==> src/rtl/board_comm_pkg.sv <==
// Shared definitions for the board packet receiver.
//   - default timing/packet constants (65 MHz clock, 9600 baud, 16x oversampling)
//   - receiver state encoding
//   - 2-of-3 majority helper used for bit sampling
package board_comm_pkg;

   localparam int CLK_HZ        = 65_000_000;
   localparam int BAUD_RATE     = 9600;
   localparam int SAMP_PER_BIT  = 16;
   localparam int DIVISOR       = CLK_HZ / BAUD_RATE;          // clk cycles per bit
   localparam int CLK_PER_SAMP  = DIVISOR / SAMP_PER_BIT;      // 423
   localparam int PKT_LEN       = 208;                         // 26 bytes
   localparam int WAITING_COUNT = 130_000;                     // 2 ms inter-byte limit

   // IDLE/START/DATA/STOP live in the byte receiver; GAP is the packet-level
   // "bytes pending, line idle" condition held in the top.
   typedef enum logic [2:0] {
      ST_IDLE,
      ST_START,
      ST_DATA,
      ST_STOP,
      ST_GAP
   } rx_state_e;

   function automatic logic maj3(input logic a, input logic b, input logic c);
      return (a & b) | (a & c) | (b & c);
   endfunction

endpackage

==> src/rtl/uart_byte_rx.sv <==
// 8N1 byte receiver with 16x oversampling.
// Ports:
//   clk_in, rst_in  : clock, synchronous active-high reset
//   rx              : asynchronous serial line (idle high, LSB first)
//   byte_out        : last received byte (stable while byte_valid is high)
//   byte_valid      : one-cycle pulse, byte_out holds a byte with a good stop bit
//   stop_err        : one-cycle pulse, stop bit sampled low
//   start_det       : combinational, falling edge accepted this cycle
//   busy            : receiver is in START/DATA/STOP
module uart_byte_rx #(
   parameter int CLK_PER_SAMP = board_comm_pkg::CLK_PER_SAMP,
   parameter int SAMP_PER_BIT = board_comm_pkg::SAMP_PER_BIT
) (
   input  logic       clk_in,
   input  logic       rst_in,
   input  logic       rx,
   output logic [7:0] byte_out,
   output logic       byte_valid,
   output logic       stop_err,
   output logic       start_det,
   output logic       busy
);
   import board_comm_pkg::*;

   localparam int TICK_W = (CLK_PER_SAMP > 1) ? $clog2(CLK_PER_SAMP) : 1;
   localparam int SAMP_W = (SAMP_PER_BIT > 1) ? $clog2(SAMP_PER_BIT) : 1;
   localparam logic [TICK_W-1:0] TICK_LAST = TICK_W'(CLK_PER_SAMP - 1);
   localparam logic [SAMP_W-1:0] SAMP_LAST = SAMP_W'(SAMP_PER_BIT - 1);
   // samp_q holds the number of ticks already elapsed in the bit, so the
   // tick numbered SAMP_PER_BIT/2 arrives while samp_q == SAMP_PER_BIT/2-1.
   localparam logic [SAMP_W-1:0] SAMP_MID  = SAMP_W'(SAMP_PER_BIT / 2 - 1);
   localparam logic [SAMP_W-1:0] SAMP_PRE  = SAMP_W'(SAMP_PER_BIT / 2 - 2);
   localparam logic [SAMP_W-1:0] SAMP_POST = SAMP_W'(SAMP_PER_BIT / 2);

   logic [1:0]        sync_q, sync_d;
   logic              prev_q, prev_d;
   rx_state_e         state_q, state_d;
   logic [TICK_W-1:0] tick_q, tick_d;
   logic [SAMP_W-1:0] samp_q, samp_d;
   logic [3:0]        bit_q, bit_d;     // 0 = tail of start bit, 1..8 = data bits
   logic [1:0]        vote_q, vote_d;
   logic [7:0]        byte_q, byte_d;
   logic              byte_valid_q, byte_valid_d;
   logic              stop_err_q, stop_err_d;

   logic rx_s, fall, tick;

   assign rx_s = sync_q[1];
   assign fall = prev_q & ~rx_s;
   assign tick = (tick_q == TICK_LAST);

   always_comb begin
      sync_d       = {sync_q[0], rx};
      prev_d       = rx_s;
      state_d      = state_q;
      tick_d       = tick_q;
      samp_d       = samp_q;
      bit_d        = bit_q;
      vote_d       = vote_q;
      byte_d       = byte_q;
      byte_valid_d = 1'b0;
      stop_err_d   = 1'b0;
      start_det    = 1'b0;

      // Sample timebase runs continuously across START/DATA/STOP so bit
      // boundaries stay aligned to the start-bit falling edge.
      if (state_q != ST_IDLE) begin
         tick_d = tick ? '0 : tick_q + 1'b1;
         if (tick) samp_d = (samp_q == SAMP_LAST) ? '0 : samp_q + 1'b1;
      end

      case (state_q)
         ST_IDLE: begin
            if (fall) begin
               state_d   = ST_START;
               tick_d    = '0;
               samp_d    = '0;
               bit_d     = '0;
               start_det = 1'b1;
            end
         end
         ST_START: begin
            if (tick && samp_q == SAMP_MID) state_d = rx_s ? ST_IDLE : ST_DATA;
         end
         ST_DATA: begin
            // DATA is entered at mid start bit; bit_q==0 covers the rest of it.
            if (tick && bit_q != 4'd0) begin
               if (samp_q == SAMP_PRE) vote_d[0] = rx_s;
               if (samp_q == SAMP_MID) vote_d[1] = rx_s;
               if (samp_q == SAMP_POST)
                  byte_d = {maj3(vote_q[0], vote_q[1], rx_s), byte_q[7:1]};
            end
            if (tick && samp_q == SAMP_LAST) begin
               if (bit_q == 4'd8) state_d = ST_STOP;
               else               bit_d   = bit_q + 4'd1;
            end
         end
         ST_STOP: begin
            if (tick && samp_q == SAMP_MID) begin
               state_d = ST_IDLE;
               if (rx_s) byte_valid_d = 1'b1;
               else      stop_err_d   = 1'b1;
            end
         end
         default: state_d = ST_IDLE;
      endcase
   end

   always_ff @(posedge clk_in) begin
      if (rst_in) begin
         sync_q       <= 2'b11;
         prev_q       <= 1'b1;
         state_q      <= ST_IDLE;
         tick_q       <= '0;
         samp_q       <= '0;
         bit_q        <= '0;
         vote_q       <= '0;
         byte_q       <= '0;
         byte_valid_q <= 1'b0;
         stop_err_q   <= 1'b0;
      end else begin
         sync_q       <= sync_d;
         prev_q       <= prev_d;
         state_q      <= state_d;
         tick_q       <= tick_d;
         samp_q       <= samp_d;
         bit_q        <= bit_d;
         vote_q       <= vote_d;
         byte_q       <= byte_d;
         byte_valid_q <= byte_valid_d;
         stop_err_q   <= stop_err_d;
      end
   end

   assign byte_out   = byte_q;
   assign byte_valid = byte_valid_q;
   assign stop_err   = stop_err_q;
   assign busy       = (state_q != ST_IDLE);

endmodule

==> src/rtl/board_pkt_rx.sv <==
// Packet assembler on top of uart_byte_rx.
// Ports:
//   clk_in, rst_in : clock, synchronous active-high reset
//   rx             : asynchronous serial line
//   ready          : one-cycle pulse, data_out holds a new complete packet
//   data_out       : last complete packet, serial bit k -> data_out[k]
//   frame_err      : one-cycle pulse, packet aborted (bad stop bit or gap timeout)
module board_pkt_rx #(
   parameter int CLK_PER_SAMP  = board_comm_pkg::CLK_PER_SAMP,
   parameter int SAMP_PER_BIT  = board_comm_pkg::SAMP_PER_BIT,
   parameter int PKT_LEN       = board_comm_pkg::PKT_LEN,
   parameter int WAITING_COUNT = board_comm_pkg::WAITING_COUNT
) (
   input  logic               clk_in,
   input  logic               rst_in,
   input  logic               rx,
   output logic               ready,
   output logic [PKT_LEN-1:0] data_out,
   output logic               frame_err
);
   import board_comm_pkg::*;

   localparam int NBYTES = PKT_LEN / 8;
   localparam int N_W    = (NBYTES > 1) ? $clog2(NBYTES) : 1;
   localparam int GAP_W  = (WAITING_COUNT > 1) ? $clog2(WAITING_COUNT) : 1;

   logic [7:0] rx_byte;
   logic       byte_valid, stop_err, start_det, busy;

   logic [PKT_LEN-1:0] shadow_q, shadow_d;
   logic [PKT_LEN-1:0] data_q, data_d;
   logic [N_W-1:0]     n_q, n_d;
   logic [GAP_W-1:0]   gap_q, gap_d;
   logic               ready_q, ready_d;
   logic               ferr_q, ferr_d;
   logic               in_gap;

   uart_byte_rx #(
      .CLK_PER_SAMP(CLK_PER_SAMP),
      .SAMP_PER_BIT(SAMP_PER_BIT)
   ) u_byte_rx (
      .clk_in    (clk_in),
      .rst_in    (rst_in),
      .rx        (rx),
      .byte_out  (rx_byte),
      .byte_valid(byte_valid),
      .stop_err  (stop_err),
      .start_det (start_det),
      .busy      (busy)
   );

   // GAP: at least one byte held and the byte receiver is idle. A START that
   // turns out to be a glitch drops back here with gap_q untouched.
   assign in_gap = (n_q != '0) && !busy;

   always_comb begin
      shadow_d = shadow_q;
      data_d   = data_q;
      n_d      = n_q;
      gap_d    = gap_q;
      ready_d  = 1'b0;
      ferr_d   = 1'b0;

      if (byte_valid) begin
         for (int i = 0; i < NBYTES; i++)
            if (n_q == N_W'(i)) shadow_d[8*i +: 8] = rx_byte;
         gap_d = '0;
         if (n_q == N_W'(NBYTES - 1)) begin
            data_d   = shadow_d;
            ready_d  = 1'b1;
            shadow_d = '0;
            n_d      = '0;
         end else begin
            n_d = n_q + 1'b1;
         end
      end else if (stop_err) begin
         ferr_d   = 1'b1;
         shadow_d = '0;
         n_d      = '0;
         gap_d    = '0;
      end else if (in_gap && !start_det) begin
         if (gap_q == GAP_W'(WAITING_COUNT - 1)) begin
            ferr_d   = 1'b1;
            shadow_d = '0;
            n_d      = '0;
            gap_d    = '0;
         end else begin
            gap_d = gap_q + 1'b1;
         end
      end
   end

   always_ff @(posedge clk_in) begin
      if (rst_in) begin
         shadow_q <= '0;
         data_q   <= '0;
         n_q      <= '0;
         gap_q    <= '0;
         ready_q  <= 1'b0;
         ferr_q   <= 1'b0;
      end else begin
         shadow_q <= shadow_d;
         data_q   <= data_d;
         n_q      <= n_d;
         gap_q    <= gap_d;
         ready_q  <= ready_d;
         ferr_q   <= ferr_d;
      end
   end

   assign ready     = ready_q;
   assign frame_err = ferr_q;
   assign data_out  = data_q;

endmodule

==> config.mk <==
export PLATFORM = sky130hd
export DESIGN_NAME = board_pkt_rx
export DESIGN_NICKNAME = d
export VERILOG_FILES = /design/src/rtl/board_comm_pkg.sv /design/src/rtl/uart_byte_rx.sv /design/src/rtl/board_pkt_rx.sv
export SDC_FILE = /design/constraint.sdc
export NUM_CORES = 1
export LEC_CHECK = 0
export BUFFER_PORTS_ARGS = -buffer_cell sky130_fd_sc_hd__buf_4
export CAP_MARGIN = 5
export CORE_UTILIZATION = 55
export CTS_BUF_LIST = sky130_fd_sc_hd__clkbuf_8
export DETAILED_ROUTE_END_ITERATION = 6
export PLACE_DENSITY = 0.75
export SKIP_CTS_REPAIR_TIMING = 1
export SKIP_LAST_GASP = 1
export SLEW_MARGIN = 40
export SYNTH_ARGS = -nofsm -noshare
export SYNTH_HDL_FRONTEND = slang
export SYNTH_HIERARCHICAL = 1
export SYNTH_SLANG_ARGS = --single-unit
==> constraint.sdc <==
create_clock -name clk_in -period 2.27 [get_ports clk_in]
set_clock_uncertainty 0.1 [all_clocks]
set_input_delay 0.1135 -clock clk_in [delete_from_list [all_inputs] [get_ports clk_in]]
set_output_delay 0.1135 -clock clk_in [all_outputs]
set_load 0.05 [all_outputs]
==> impl_metrics.yaml <==
route:
  detail_route.wirelength.met1_um: 23100
  drc: 0
  viasPerCell: 6.03
  routed.top_layer: "met4"
  drt_iter0_drc: 1482
  wl_per_cell_um: 19.3
  ant_nets: 0
  totalWireLength_um: 51400
  vias: 16100
  firstDrtPassIters: 5
  dr_wl_met2_um: 23800
  dr_wl_met3_um: 3230
setup_path:
  crit_path_max_fanout: 8
  crit_start: "n_q[1]"
  worstSetupPathType: "register to register"
  end_kind: "register"
  cp_data_arrival_time_ns: 2.62
  crit_family: "simple AND/OR/NAND/NOR gates"
  cp_cell_sequence: "inv_1, ha_2, nand2b_1, or3_1, mux2i_1, a211oi_1"
  slowest_delay_ns: 0.62
  crit_path_top_delay_cell: "or3_1"
  r2r_start: "n_q[1]"
  required_ns: 2.69
  startpoint_type: "register"
  critPathBufInv: 1
logic_synthesis:
  seq_area_frac_synth_pct: 48.0
  synthTopCellsByCount: "dfxtp_1, nor2_1, mux2i_1"
  yosysMostFrequentCell: "dfxtp_1"
  yosysWarnings: 6
  syn_area_per_cell_um2: 9.75
  synthesis.nets: 2011
  ys.flop_type: "dfxtp_1"
  yosysTopAreaCell: "dfxtp_1"
  synth_cell_types: 60
  yosys-top-cells-area: "dfxtp_1, mux2i_1, or3b_2"
  netlist.area_leader.share_pct: 48.0
  synth_area_um2: 19400
  postSynth.asyncResetShare_pct: 0
  synth-edff-count: 0
  synthCells: 1995
  synth_seq_cells: 466
sta:
  hold_viol: 0
  fin_crit_sh_pct: 96.8
  tightest_slew_ns: 0.654
  max_freq_mhz: 455
  fin_crit_ns: 2.20
  setup_violations: 0
  slew_headroom_pct: 56.4
  hold_slack_ns: 0.139
  drv_slew: 0
  finalWorstSetupSlack_ns: 0.0732
  grt_setup_unrepaired: "true"
global_routing:
  grt_pass1_vias: 15000
  grt_max_degree: 163
  grt_pass1_wl_um: 79600
  antenna_found_initial: 0
  grt_usage_pct: 27.2
  grt_remaining_overflow: 0
power:
  peakVddDrop_mv: 0.547
  netSwitchingFraction_pct: 21.8
  intPower_uw: 12300
  power_frac_clock_pct: 46.7
  p_per_area_nw_per_um2: 673
  p_comb_share_pct: 1.1
  p_switching_uw: 3420
  p_seq_share_pct: 52.2
  leakagePower_uw: 0.00844
final_layout:
  multiInputGateArea_um2: 9240
  n_antenna_cell: 0
  final_cells: 2667
  area_growth_pct: 19.9
  utilization_pct: 67.3
  drive_gt1_share_pct: 28.9
  regArea_um2: 9340
  final_nets: 2173
  fill_cells: 2691
floorplan:
  rows: 68
  start_util_pct: 56.2
  pin_count: 213
  fp.dieArea_um2: 36100
  die_x_um: 190
  coreArea_um2: 34600
  die_h_um: 190
status:
  status: "finished clean"
hold_path:
  hold_class: "input pin to register"
  hold_start: "rx"
clock_network:
  cts_root_buf: "clkbuf_8"
  cts-htree-levels: 3
  clk_latency_ns: 0.62
  cts_tree: "built"
  cts_buffers: 76
  cts_sinks: 466
  clk_pin_slew_ns: 0.06
  clockBufferDepth: 3
place:
  post-place-cells: 2529
  place_ws_ns: 0.0640
  hpwl_um: 31300
  place_congestion: 0.858
  numPortBuffers: 212
job:
  maxCapViolations: 0
-- state kept, by name (all words and copies together), names as in the netlist, 4 cells and up --
name and cells:
data_out 208, shadow_q 200, gap_q 17, u_byte_rx/tick_q 9, u_byte_rx/byte_out 8, n_q 5, u_byte_rx/bit_q 4, u_byte_rx/samp_q 4
-- cells by family (layout without fill, tap and decap cells) --
family	count (synthesis)	in the layout	synth area share, %
buffers and inverters	219	436	4.73
AO/OA/AOI/OAI	477	477	16.5
XOR/XNOR	16	16	0.721
multiplexers	203	203	10.4
adder cells (fa/ha/maj)	14	14	0.888
AND/OR/NAND/NOR	600	600	18.8
flip-flops	466	466	48.0
-- path summary, 6_finish.rpt --
path / to / slack [ns] / cells after the start
setup reg to reg: data_out[168] / 0.07 / 6
setup / recovery: data_out[168] / 0.07 / 6
hold reg to reg: u_byte_rx/sync_q[1] / 0.33 / 1
hold / removal: u_byte_rx/sync_q[0] / 0.14 / 3
-- metal layers --
layer	vias up	GRT usage, %
li1	7673	-
met1	7771	37.7
met2	545	42.1
met3	93	4.94
met4	0	10.1
met5	-	0
-- power groups by stage --
stage               sequential [uW]  combinational, uW  clock [uW]
floorplan                      8370                125           0
global placement               8370                171           0
detailed placement             8370                173           0
CTS                            8190                173        7450
global route                   8180                194        7830
finish                         8190                179        7330
-- tightest hold or removal path: cells and delay by family --
| kind | cells | cell delay (ns) |
|---|---|---|
| buf+inv | 2 | 0.62 |
| simple gates | 1 | 0.09 |
-- cell type report --
type / count / area share (%)
Timing Repair Buffer: 287 / 10.9
Inverter: 16 / 0.258
Sequential cell: 466 / 40.1
Clock buffer: 100 / 5.90
Clock inverter: 33 / 0.767
Multi-Input combinational cell: 1310 / 39.6
Tap cell: 455 / 2.44
-- per-stage QoR --
stage	power, uW	setup TNS, ns	instance area, um2
2_1_floorplan	8490	0	19400
3_3_place_gp	8540	0	21600
3_5_place_dp	8540	0	21600
4_1_cts	15800	0	23200
5_1_grt	16200	-0.524	23300
6_report	15700	0	23300
-- cell usage in the layout (no fill, tap or decap), types with 33 or more instances in the layout --
| cell type | netlist | final |
|---|---|---|
| a211oi_1 | 201 | 201 |
| a21oi_1 | 33 | 33 |
| buf_4 | 3 | 257 |
| clkbuf_8 | 0 | 100 |
| dfxtp_1 | 466 | 456 |
| inv_1 | 16 | 38 |
| mux2i_1 | 203 | 203 |
| nand2_1 | 41 | 40 |
| nor2_1 | 232 | 232 |
| o22ai_1 | 202 | 202 |
| or3b_2 | 201 | 201 |
Power figures use the tool's default switching activity.
